## src/rtl/calendar_pkg.sv

```systemverilog
// Shared time-of-day constants, field widths and the countdown state type.
// Both the calendar and the countdown timer import this package.
package calendar_pkg;

  localparam int HOUR_W = 5;
  localparam int MIN_W  = 6;
  localparam int SEC_W  = 6;

  localparam logic [SEC_W-1:0]  SEC_MAX  = 6'd59;
  localparam logic [MIN_W-1:0]  MIN_MAX  = 6'd59;
  localparam logic [HOUR_W-1:0] HOUR_MAX = 5'd23;

  typedef enum logic [1:0] {
    IDLE    = 2'd0,
    RUN     = 2'd1,
    PAUSED  = 2'd2,
    EXPIRED = 2'd3
  } cd_state_t;

  // True when every field of an H:M:S triple is a legal time value.
  function automatic logic hms_valid(input logic [HOUR_W-1:0] hh,
                                     input logic [MIN_W-1:0]  mm,
                                     input logic [SEC_W-1:0]  ss);
    return (hh <= HOUR_MAX) && (mm <= MIN_MAX) && (ss <= SEC_MAX);
  endfunction

endpackage

```

## src/rtl/countdown_timer_if.sv

```systemverilog
// Control/status bundle of the countdown timer. The master side (software
// or front panel) drives the strobes and load value; the timer is the slave.
interface countdown_timer_if;
  import calendar_pkg::*;

  logic              load;
  logic [HOUR_W-1:0] load_h;
  logic [MIN_W-1:0]  load_m;
  logic [SEC_W-1:0]  load_s;
  logic              start;
  logic              pause;
  logic [HOUR_W-1:0] h;
  logic [MIN_W-1:0]  m;
  logic [SEC_W-1:0]  s;
  logic              running;
  logic              done;
  logic              load_err;

  modport master (
    output load, load_h, load_m, load_s, start, pause,
    input  h, m, s, running, done, load_err
  );

  modport slave (
    input  load, load_h, load_m, load_s, start, pause,
    output h, m, s, running, done, load_err
  );

endinterface

```

## src/rtl/sec_prescaler.sv

```systemverilog
// Divides the system clock down to a one-per-second tick. The count only
// advances while enabled, so a pause keeps the partial second intact.
module sec_prescaler #(
  parameter int TICKS_PER_SEC = 50_000_000,
  parameter int PW            = 26
) (
  input  logic clk,
  input  logic rst,
  input  logic en,
  input  logic clr,
  output logic tick
);

  logic [PW-1:0] r_cnt;
  logic          w_wrap;

  assign w_wrap = (r_cnt == PW'(TICKS_PER_SEC - 1));
  // Tick is decoded from the registered count only; clr is handled by the owner.
  assign tick   = en && w_wrap;

  // Cycle counter: clear on request, advance while enabled, wrap at end of second.
  always_ff @(posedge clk or negedge rst) begin
    if (!rst) begin
      r_cnt <= '0;
    end else if (clr) begin
      r_cnt <= '0;
    end else if (en) begin
      if (w_wrap) begin
        r_cnt <= '0;
      end else begin
        r_cnt <= r_cnt + PW'(1);
      end
    end else begin
      r_cnt <= r_cnt;
    end
  end

endmodule

```

## src/rtl/countdown_timer.sv

```systemverilog
// H:M:S countdown timer. Holds the run/pause/expiry FSM, the seconds ->
// minutes -> hours borrow chain and validation of loaded values. All
// outputs are registered.
module countdown_timer
  import calendar_pkg::*;
#(
  parameter int TICKS_PER_SEC = 50_000_000,
  parameter int PW            = 26
) (
  input  logic             clk,
  input  logic             rst,
  countdown_timer_if.slave bus
);

  cd_state_t         r_state;
  logic [HOUR_W-1:0] r_h;
  logic [MIN_W-1:0]  r_m;
  logic [SEC_W-1:0]  r_s;
  logic              r_running;
  logic              r_done;
  logic              r_load_err;

  logic              w_load_ok;
  logic              w_pause_eff;
  logic              w_start_eff;
  logic              w_zero;
  logic              w_last;
  logic              w_tick;
  logic              w_ps_en;
  logic              w_ps_clr;
  logic [HOUR_W-1:0] w_dec_h;
  logic [MIN_W-1:0]  w_dec_m;
  logic [SEC_W-1:0]  w_dec_s;

  // Strobe priority: any load (good or bad) masks pause and start; pause masks start.
  assign w_load_ok   = bus.load && hms_valid(bus.load_h, bus.load_m, bus.load_s);
  assign w_pause_eff = !bus.load && bus.pause;
  assign w_start_eff = !bus.load && !bus.pause && bus.start;

  assign w_zero = (r_h == 5'd0) && (r_m == 6'd0) && (r_s == 6'd0);
  assign w_last = (r_h == 5'd0) && (r_m == 6'd0) && (r_s == 6'd1);

  // A fresh start begins a whole second; a resume from PAUSED keeps the phase.
  assign w_ps_en  = (r_state == RUN);
  assign w_ps_clr = w_load_ok || (w_start_eff && (r_state == IDLE));

  sec_prescaler #(
    .TICKS_PER_SEC (TICKS_PER_SEC),
    .PW            (PW)
  ) u_prescaler (
    .clk  (clk),
    .rst  (rst),
    .en   (w_ps_en),
    .clr  (w_ps_clr),
    .tick (w_tick)
  );

  // Next count after one second: borrow from minutes, then hours, on underflow.
  always_comb begin
    w_dec_h = r_h;
    w_dec_m = r_m;
    w_dec_s = r_s;
    if (r_s != 6'd0) begin
      w_dec_s = r_s - 6'd1;
    end else begin
      w_dec_s = SEC_MAX;
      if (r_m != 6'd0) begin
        w_dec_m = r_m - 6'd1;
      end else begin
        w_dec_m = MIN_MAX;
        w_dec_h = r_h - 5'd1;
      end
    end
  end

  // Timer FSM with registered count, running flag and one-cycle pulses.
  always_ff @(posedge clk or negedge rst) begin
    if (!rst) begin
      r_state    <= IDLE;
      r_h        <= 5'd0;
      r_m        <= 6'd0;
      r_s        <= 6'd0;
      r_running  <= 1'b0;
      r_done     <= 1'b0;
      r_load_err <= 1'b0;
    end else begin
      r_done     <= 1'b0;
      r_load_err <= 1'b0;
      if (w_load_ok) begin
        // A good load overrides everything, including a same-cycle expiry.
        r_h       <= bus.load_h;
        r_m       <= bus.load_m;
        r_s       <= bus.load_s;
        r_state   <= IDLE;
        r_running <= 1'b0;
      end else begin
        if (bus.load) begin
          r_load_err <= 1'b1;
        end
        case (r_state)
          IDLE: begin
            if (w_start_eff) begin
              if (w_zero) begin
                r_state <= EXPIRED;
                r_done  <= 1'b1;
              end else begin
                r_state   <= RUN;
                r_running <= 1'b1;
              end
            end
          end
          RUN: begin
            if (w_tick && w_last) begin
              r_h       <= w_dec_h;
              r_m       <= w_dec_m;
              r_s       <= w_dec_s;
              r_state   <= EXPIRED;
              r_running <= 1'b0;
              r_done    <= 1'b1;
            end else begin
              if (w_tick) begin
                r_h <= w_dec_h;
                r_m <= w_dec_m;
                r_s <= w_dec_s;
              end
              if (w_pause_eff) begin
                r_state   <= PAUSED;
                r_running <= 1'b0;
              end
            end
          end
          PAUSED: begin
            if (w_start_eff && !w_zero) begin
              r_state   <= RUN;
              r_running <= 1'b1;
            end
          end
          EXPIRED: begin
            r_h <= 5'd0;
            r_m <= 6'd0;
            r_s <= 6'd0;
          end
          default: begin
            r_state   <= IDLE;
            r_running <= 1'b0;
          end
        endcase
      end
    end
  end

  assign bus.h        = r_h;
  assign bus.m        = r_m;
  assign bus.s        = r_s;
  assign bus.running  = r_running;
  assign bus.done     = r_done;
  assign bus.load_err = r_load_err;

endmodule
```

## src/flat_wrapper.sv

```systemverilog
// flat-port wrapper written by rule: the top's interface ports become plain ports
module countdown_timer_flat import calendar_pkg::*;
#(
  parameter int TICKS_PER_SEC = 50_000_000,
  parameter int PW            = 26
)
  (clk, rst, bus_load, bus_load_h, bus_load_m, bus_load_s, bus_start, bus_pause, bus_h, bus_m, bus_s, bus_running, bus_done, bus_load_err);
  countdown_timer_if bus_i ();
  input  logic clk;
  input  logic rst;
  input wire logic [$bits(bus_i.load)-1:0] bus_load;
  input wire logic [$bits(bus_i.load_h)-1:0] bus_load_h;
  input wire logic [$bits(bus_i.load_m)-1:0] bus_load_m;
  input wire logic [$bits(bus_i.load_s)-1:0] bus_load_s;
  input wire logic [$bits(bus_i.start)-1:0] bus_start;
  input wire logic [$bits(bus_i.pause)-1:0] bus_pause;
  output wire logic [$bits(bus_i.h)-1:0] bus_h;
  output wire logic [$bits(bus_i.m)-1:0] bus_m;
  output wire logic [$bits(bus_i.s)-1:0] bus_s;
  output wire logic [$bits(bus_i.running)-1:0] bus_running;
  output wire logic [$bits(bus_i.done)-1:0] bus_done;
  output wire logic [$bits(bus_i.load_err)-1:0] bus_load_err;
  assign bus_i.load = bus_load;
  assign bus_i.load_h = bus_load_h;
  assign bus_i.load_m = bus_load_m;
  assign bus_i.load_s = bus_load_s;
  assign bus_i.start = bus_start;
  assign bus_i.pause = bus_pause;
  assign bus_h = bus_i.h;
  assign bus_m = bus_i.m;
  assign bus_s = bus_i.s;
  assign bus_running = bus_i.running;
  assign bus_done = bus_i.done;
  assign bus_load_err = bus_i.load_err;
  countdown_timer #(.TICKS_PER_SEC(TICKS_PER_SEC), .PW(PW)) u_core (.clk(clk), .rst(rst), .bus(bus_i));
endmodule
```

## config.mk

```make
export PLATFORM = sky130hd
export DESIGN_NAME = countdown_timer_flat
export DESIGN_NICKNAME = d
export VERILOG_FILES = /design/src/rtl/calendar_pkg.sv /design/src/rtl/countdown_timer_if.sv /design/src/rtl/sec_prescaler.sv /design/src/rtl/countdown_timer.sv /design/src/flat_wrapper.sv
export SDC_FILE = /design/constraint.sdc
export NUM_CORES = 1
export LEC_CHECK = 0
export CAP_MARGIN = 5
export CORE_AREA = 5 5 69 102
export DETAILED_ROUTE_END_ITERATION = 10
export DIE_AREA = 0 0 74 107
export DONT_BUFFER_PORTS = 1
export PLACE_DENSITY = 0.68
export SETUP_SLACK_MARGIN = 0.1
export SYNTH_ARGS = -nofsm -noshare
export SYNTH_HDL_FRONTEND = slang
export SYNTH_HIERARCHICAL = 1
export SYNTH_SLANG_ARGS = --single-unit
```

## constraint.sdc

```tcl
create_clock -name clk -period 3.6 [get_ports clk]
set_input_delay 1.08 -clock clk [delete_from_list [all_inputs] [get_ports clk]]
set_output_delay 1.08 -clock clk [all_outputs]
set_load 0.01 [all_outputs]
```

# [After elaboration in Yosys (flattened, before gate mapping)]
# Cells that the tools add are included.
[word_totals] register_bits=48 latchBits=0 ram_bits=0 rom_bits=0 in_bits=22 output_inout_bits=20 wordCells=95 mem_count=0
[op_classes] n_addsub=4 mul=0 n_div=0 order_cmp=3 n_eq_ne=10 shifts=0 mux=41 bitwise=0 n_reduce_logical=29
[ops] cell="2-to-1 mux 26 bit" count=3
[ops] cell="2-to-1 mux 6 bit" count=9
[ops] cell="adder 26 x 1 -> 26 bit, second input constant" count=1
[ops] cell="== test 26 bit, second input constant" count=1
[ops] cell="2-to-1 mux 5 bit" count=5
[ops] cell="one-hot mux 6 bit (2 select lines)" count=2
[ops] cell="logical AND 1 bit" count=13
[ops] cell="less-or-equal comparator 6 bit, second input constant" count=2
[ops] cell="logical NOT 6 bit" count=2
[ops] cell="2-to-1 mux 1 bit" count=12
[ops] cell="2-to-1 mux 2 bit" count=6
[ops] cell="nonzero test 6 bit" count=2
[ops] cell="subtractor 6 x 1 -> 6 bit, second input constant" count=2
[ops] cell="one-hot mux 5 bit (2 select lines)" count=1
[ops] cell="!= test 4 x 1 -> 1 bit, second input constant" count=2
[ops] cell="== test 6 x 1 -> 1 bit, second input constant" count=1
[ops] cell="!= test 3 x 1 -> 1 bit, second input constant" count=2
[ops] cell="one-hot mux 2 bit (3 select lines)" count=1
[ops] cell="less-or-equal comparator 5 bit, second input constant" count=1
[ops] cell="logical NOT 5 bit" count=1
[ops] cell="AND reduction 5 bit" count=1
[ops] cell="subtractor 5 x 1 -> 5 bit, second input constant" count=1
[ops] cell="== test 2 bit, second input constant" count=2
[ops] cell="AND reduction 4 bit" count=1
[ops] cell="other kinds (11)" count=13

# [Logic depth before layout (Yosys ltp)]
[depth] ltp_word=8 ltp_mapped=10

# [Modules after synthesis]
# The synthesis kept the hierarchy.
[modules_own_cells] module="countdown_timer" instances=1 cells_per_inst=202 area_each_um2=1634.1 seq_area_each_um2=550.5
[modules_own_cells] module="sec_prescaler" instances=1 cells_per_inst=173 area_each_um2=1551.5 seq_area_each_um2=650.6

# [Worst setup path after synthesis]
# No wires, ideal clock.
[synth_path] path_type="input-to-reg" start="input port bus_load_s[5]" end="register u_core.u_prescaler.r_cnt[21]" t_arrival_ns=2.726 required_ns=3.523 slack_ns=0.797 path_stages=8 n_path_buf=1 cell_sequence="nand4_1 -> nand4_1 -> clkbuf_1 -> nand2_1 -> o21a_1 -> nand4_4 -> or4_1 -> a21oi_1"
[synth_between] elab_chain_len=5
[synth_rtl] item="start, declared" line="flat_wrapper.sv:14" text="input wire logic [$bits(bus_i.load_s)-1:0] bus_load_s;"
[synth_rtl] item="less-or-equal comparator 6 bit (*)" line="calendar_pkg.sv:24" text="return (hh <= HOUR_MAX) && (mm <= MIN_MAX) && (ss <= SEC_MAX);"
[synth_rtl] item="logical AND 1 bit (*)" line="calendar_pkg.sv:24"
[synth_rtl] item="logical AND 1 bit (*)" line="countdown_timer.sv:36" text="assign w_load_ok = bus.load && hms_valid(bus.load_h, bus.load_m, bus.load_s);"
[synth_rtl] item="logical OR 1 bit (*)" line="countdown_timer.sv:45" text="assign w_ps_clr = w_load_ok || (w_start_eff && (r_state == IDLE));"
[synth_rtl] item="via u_core.w_ps_clr" line="countdown_timer.sv:30" text="logic w_ps_clr;"
[synth_rtl] item="2-to-1 mux 26 bit or nonzero test 2 bit (tied branches)"
[synth_rtl] item="end signal, assigned" line="sec_prescaler.sv:31" text="r_cnt <= r_cnt + PW'(1);"
[synth_rtl] item="end signal, assigned" line="sec_prescaler.sv:34" text="r_cnt <= r_cnt;"
[synth_rtl] item="end, declared" line="sec_prescaler.sv:14" text="logic [PW-1:0] r_cnt;"
# The timed path passes the listed nets; every way through them passes the cells marked *.
# A chain may end at the register's enable or synchronous reset.

# [Worst setup path after layout]
[layout_path] start="register u_core.u_prescaler.r_cnt[0]" end="register u_core.r_h[4] (netlist: u_core/bus.h[4])"
[layout_between] elab_chain_len=6
[layout_rtl] item="== test 26 bit (*)" line="sec_prescaler.sv:17" text="assign w_wrap = (r_cnt == PW'(TICKS_PER_SEC - 1));"
[layout_rtl] item="logical AND 1 bit (*)" line="sec_prescaler.sv:19" text="assign tick = en && w_wrap;"
[layout_rtl] item="via u_core.w_tick" line="countdown_timer.sv:28" text="logic w_tick;"
[layout_rtl] item="logical AND 1 bit" line="countdown_timer.sv:113" text="if (w_tick && w_last) begin"
[layout_rtl] item="2-to-1 mux 5 bit" line="countdown_timer.sv:113"
[layout_rtl] item="one-hot mux 5 bit (2 select lines)" line="countdown_timer.sv:100" text="case (r_state)"
[layout_rtl] item="2-to-1 mux 5 bit" line="countdown_timer.sv:89" text="if (w_load_ok) begin"
[layout_rtl] item="end signal, assigned" line="countdown_timer.sv:91" text="r_h <= bus.load_h;"
[layout_rtl] item="end signal, assigned" line="countdown_timer.sv:114" text="r_h <= w_dec_h;"
[layout_rtl] item="end signal, assigned" line="countdown_timer.sv:122" text="r_h <= w_dec_h;"
[layout_rtl] item="end, declared" line="countdown_timer.sv:16" text="logic [HOUR_W-1:0] r_h;"
# Marked as above.

==> impl_metrics.tcl <==
set metrics [dict create \
    slowest_delay_ns 0.55 \
    r2r-end "u_core/bus.h[4]$_DFFE_PN0P_" \
    nets 406 \
    post-place-ws_ns 0.572 \
    ys_types 50 \
    seq_area_frac_synth_pct 37.7 \
    max-clock-path-buffers 2 \
    endpoint_kind "flip-flop" \
    antenna_found_initial 0 \
    cts-root-buf "clkbuf_8" \
    fin_util_pct 54.6 \
    crit_fanout 8 \
    r2r_start "u_core/u_prescaler/r_cnt[0]$_DFFE_PN0P_" \
    synth_top_area_share_pct 37.7 \
    cp.required_ns 3.82 \
    period_needed_ns 2.92 \
    yosysMostFrequentCell "dfrtp_1" \
    io_buffers 0 \
    fmax_ghz 0.342 \
    arrival_ns 3.14 \
    grt_max_degree 49 \
    synth_area_leaders "dfrtp_1 38%, a21oi_1 5.0%, ha_1 4.7%" \
    dieWidth_um 74 \
    syn_to_final_growth_pct 4.24 \
    grt.overflow.total 0 \
    worst_hold_path_type "input port to async pin" \
    num_vias 2898 \
    grt_pass1_vias 2891 \
    antenna_cells 0 \
    gp_congestion 0.878 \
    maxCapViolCount 0 \
    rsz0062_at_grt "false" \
    multiInputGateArea_sq_um 1840 \
    synthFlopType "dfrtp_1" \
    maxSlewHeadroom_pct 32.1 \
    num_rows 35 \
    path_cells "ha_1 -> nand2_1 -> nor4_1 -> nand2_1 -> nor3_4 -> nand3_2 -> or4_1 -> a31oi_1" \
    synth.net_count 409 \
    synth_edf_count 0 \
    cp-start-kind "flip-flop" \
    finalPower_mw 1.42 \
    cts_sinks 48 \
    firstDrtPassIters 4 \
    synthArstFlopShare_pct 100 \
    tightestPinTransition_ns 1.01 \
    cts_htree_levels 2 \
    finalMaxSlewViolations 0 \
    drt_iter0_drc 177 \
    r2r_cells 8 \
    p_leak_nw 1.28 \
    ctsResizeCount 0 \
    worst_slack_ns 0.679 \
    fin_setup_tns_ns 0 \
    hold_viol_final 0 \
    ant_nets 0 \
    p_per_area_nw_per_um2 428 \
    grt_pass1_wl_um 13800 \
    skew_ns 0.00963 \
    initial_core_util_pct 52.3 \
    setup_viol 0 \
    path_clk_slew_ns 0.09 \
    drc_errors 0 \
    ys_seq_elements 48 \
    status "finished clean" \
    yosysTopAreaCell "dfrtp_1" \
    syn_avg_cell_area_sq_um 8.49 \
    coreArea_sq_um 6090 \
    dieArea_sq_um 7920 \
    path_class "flip-flop to flip-flop" \
    critPathSlowestCell "nor4_1" \
    syn-instance-count 375 \
    clock_latency_ns 0.30 \
    ys_top_cells_by_count "48 x dfrtp_1, 35 x nand2_1, 32 x a21oi_1, 32 x nor2_1, 18 x nand4_1" \
    wl_per_cell_um 18.5 \
    ios 42 \
    regToRegSetupSlack_ns 0.68 \
    cts_tree "built" \
    syn-cell-area_sq_um 3190 \
    dp.final_hpwl_um 6120 \
    wl_um 8240 \
    peakVddDrop_uv 213 \
    via_per_inst 6.50 \
    seq_area_sq_um 1200 \
    period_share_pct 81.1 \
    cts_hold_buf 0 \
    post_cts_buffers 0 \
    synth_warnings 6 \
    cpMostUsedCell "nand2_1" \
    fillers 587 \
    grtUsageTotal_pct 22.2 \
    drive_gt1_share_pct 6.72 \
    die_h_um 107 \
    numCtsBuffers 5 \
]
==> critical path: cells and delay by family (launching register included) <==
kind / cells / cell delay [ns]
fa+ha+maj: 1 / 0.32
compound gates: 1 / 0.17
flops: 1 / 0.48
simple gates: 6 / 1.85
==> power breakdown <==
group | internal, mW | switching, mW | leakage (nW)
Combinational | 0.140 | 0.195 | 0.606
Sequential | 0.604 | 0.136 | 0.623
Clock | 0.171 | 0.176 | 0.0503
==> metal layers <==
metal,up-vias,part of all wire (%),track usage [%]
met5,-,0,0
met4,0,3.2,10.4
met3,20,4.3,3.85
met2,68,56,40.9
met1,1416,37,23.6
li1,1394,-,-
==> logic make-up (layout without fill, tap and decap cells) <==
family	after synthesis	after routing	synth area share (%)
AO/OA/AOI/OAI	93	93	17.7
XOR/XNOR	8	8	2.20
adder cells (fa/ha/maj)	12	12	4.71
buffers and inverters	30	27	4.52
flip-flops	48	48	37.7
multiplexers	4	4	1.34
AND/OR/NAND/NOR	180	180	31.8
==> registers in the layout (all words and copies together), names as in the netlist <==
signal and flops:
u_core/bus.h 5, u_core/u_prescaler/r_cnt 26, u_core/bus.running 1, u_core/r_state 2, u_core/bus.s 6, u_core/bus.m 6, u_core/bus.load_err 1, u_core/bus.done 1
==> per-stage QoR <==
stage	instances	hold WS, ns	instance area, sq um
6_report	446	0.459	3320
3_3_place_gp	439	0.557	3220
2_1_floorplan	375	0.523	3190
4_1_cts	446	0.454	3320
3_5_place_dp	439	0.564	3220
5_1_grt	446	0.441	3320
==> area by class of cell <==
cell class	count	area share (%)
Clock buffer	7	2.90
Inverter	16	1.81
Multi-Input combinational cell	297	55.4
Sequential cell	48	36.2
Tap cell	74	2.79
Timing Repair Buffer	4	0.904
==> worst max path at each step <==
stage,start,cells past startpoint,endpoint
after floorplan,bus_load_s[5],8,u_core/u_prescaler/r_cnt[21]$_DFFE_PN0P_
after global placement,bus_load,7,u_core/u_prescaler/r_cnt[23]$_DFFE_PN0P_
after detailed placement,bus_load,7,u_core/u_prescaler/r_cnt[19]$_DFFE_PN0P_
after CTS,u_core/u_prescaler/r_cnt[17]$_DFFE_PN0P_,9,u_core/bus.m[0]$_DFFE_PN0P_
after global routing,u_core/u_prescaler/r_cnt[19]$_DFFE_PN0P_,9,u_core/bus.h[4]$_DFFE_PN0P_
final,u_core/u_prescaler/r_cnt[0]$_DFFE_PN0P_,8,u_core/bus.h[4]$_DFFE_PN0P_
==> cell usage in the layout, fill, tap and decap left out, types with 2 or more instances in the layout <==
cell type	instances
or3_1	10
o211ai_1	5
nand4_1	18
dfrtp_1	48
buf_4	4
o22ai_1	4
a31oi_1	11
xnor2_1	2
and3_1	8
and4_1	6
or2_2	3
nor4_1	8
or4_1	11
nor3b_1	2
nor4b_1	5
nor2b_1	2
mux2_2	2
mux2i_1	2
inv_1	16
and2_1	3
a211oi_1	3
o32ai_1	2
o21a_1	4
a21oi_1	32
ha_1	12
nor3_1	12
nand3_1	16
nor2_1	32
clkbuf_8	7
xor2_1	6
o31ai_1	9
nand2_1	35
o21ai_0	17
(Power assumes the default switching activity.)
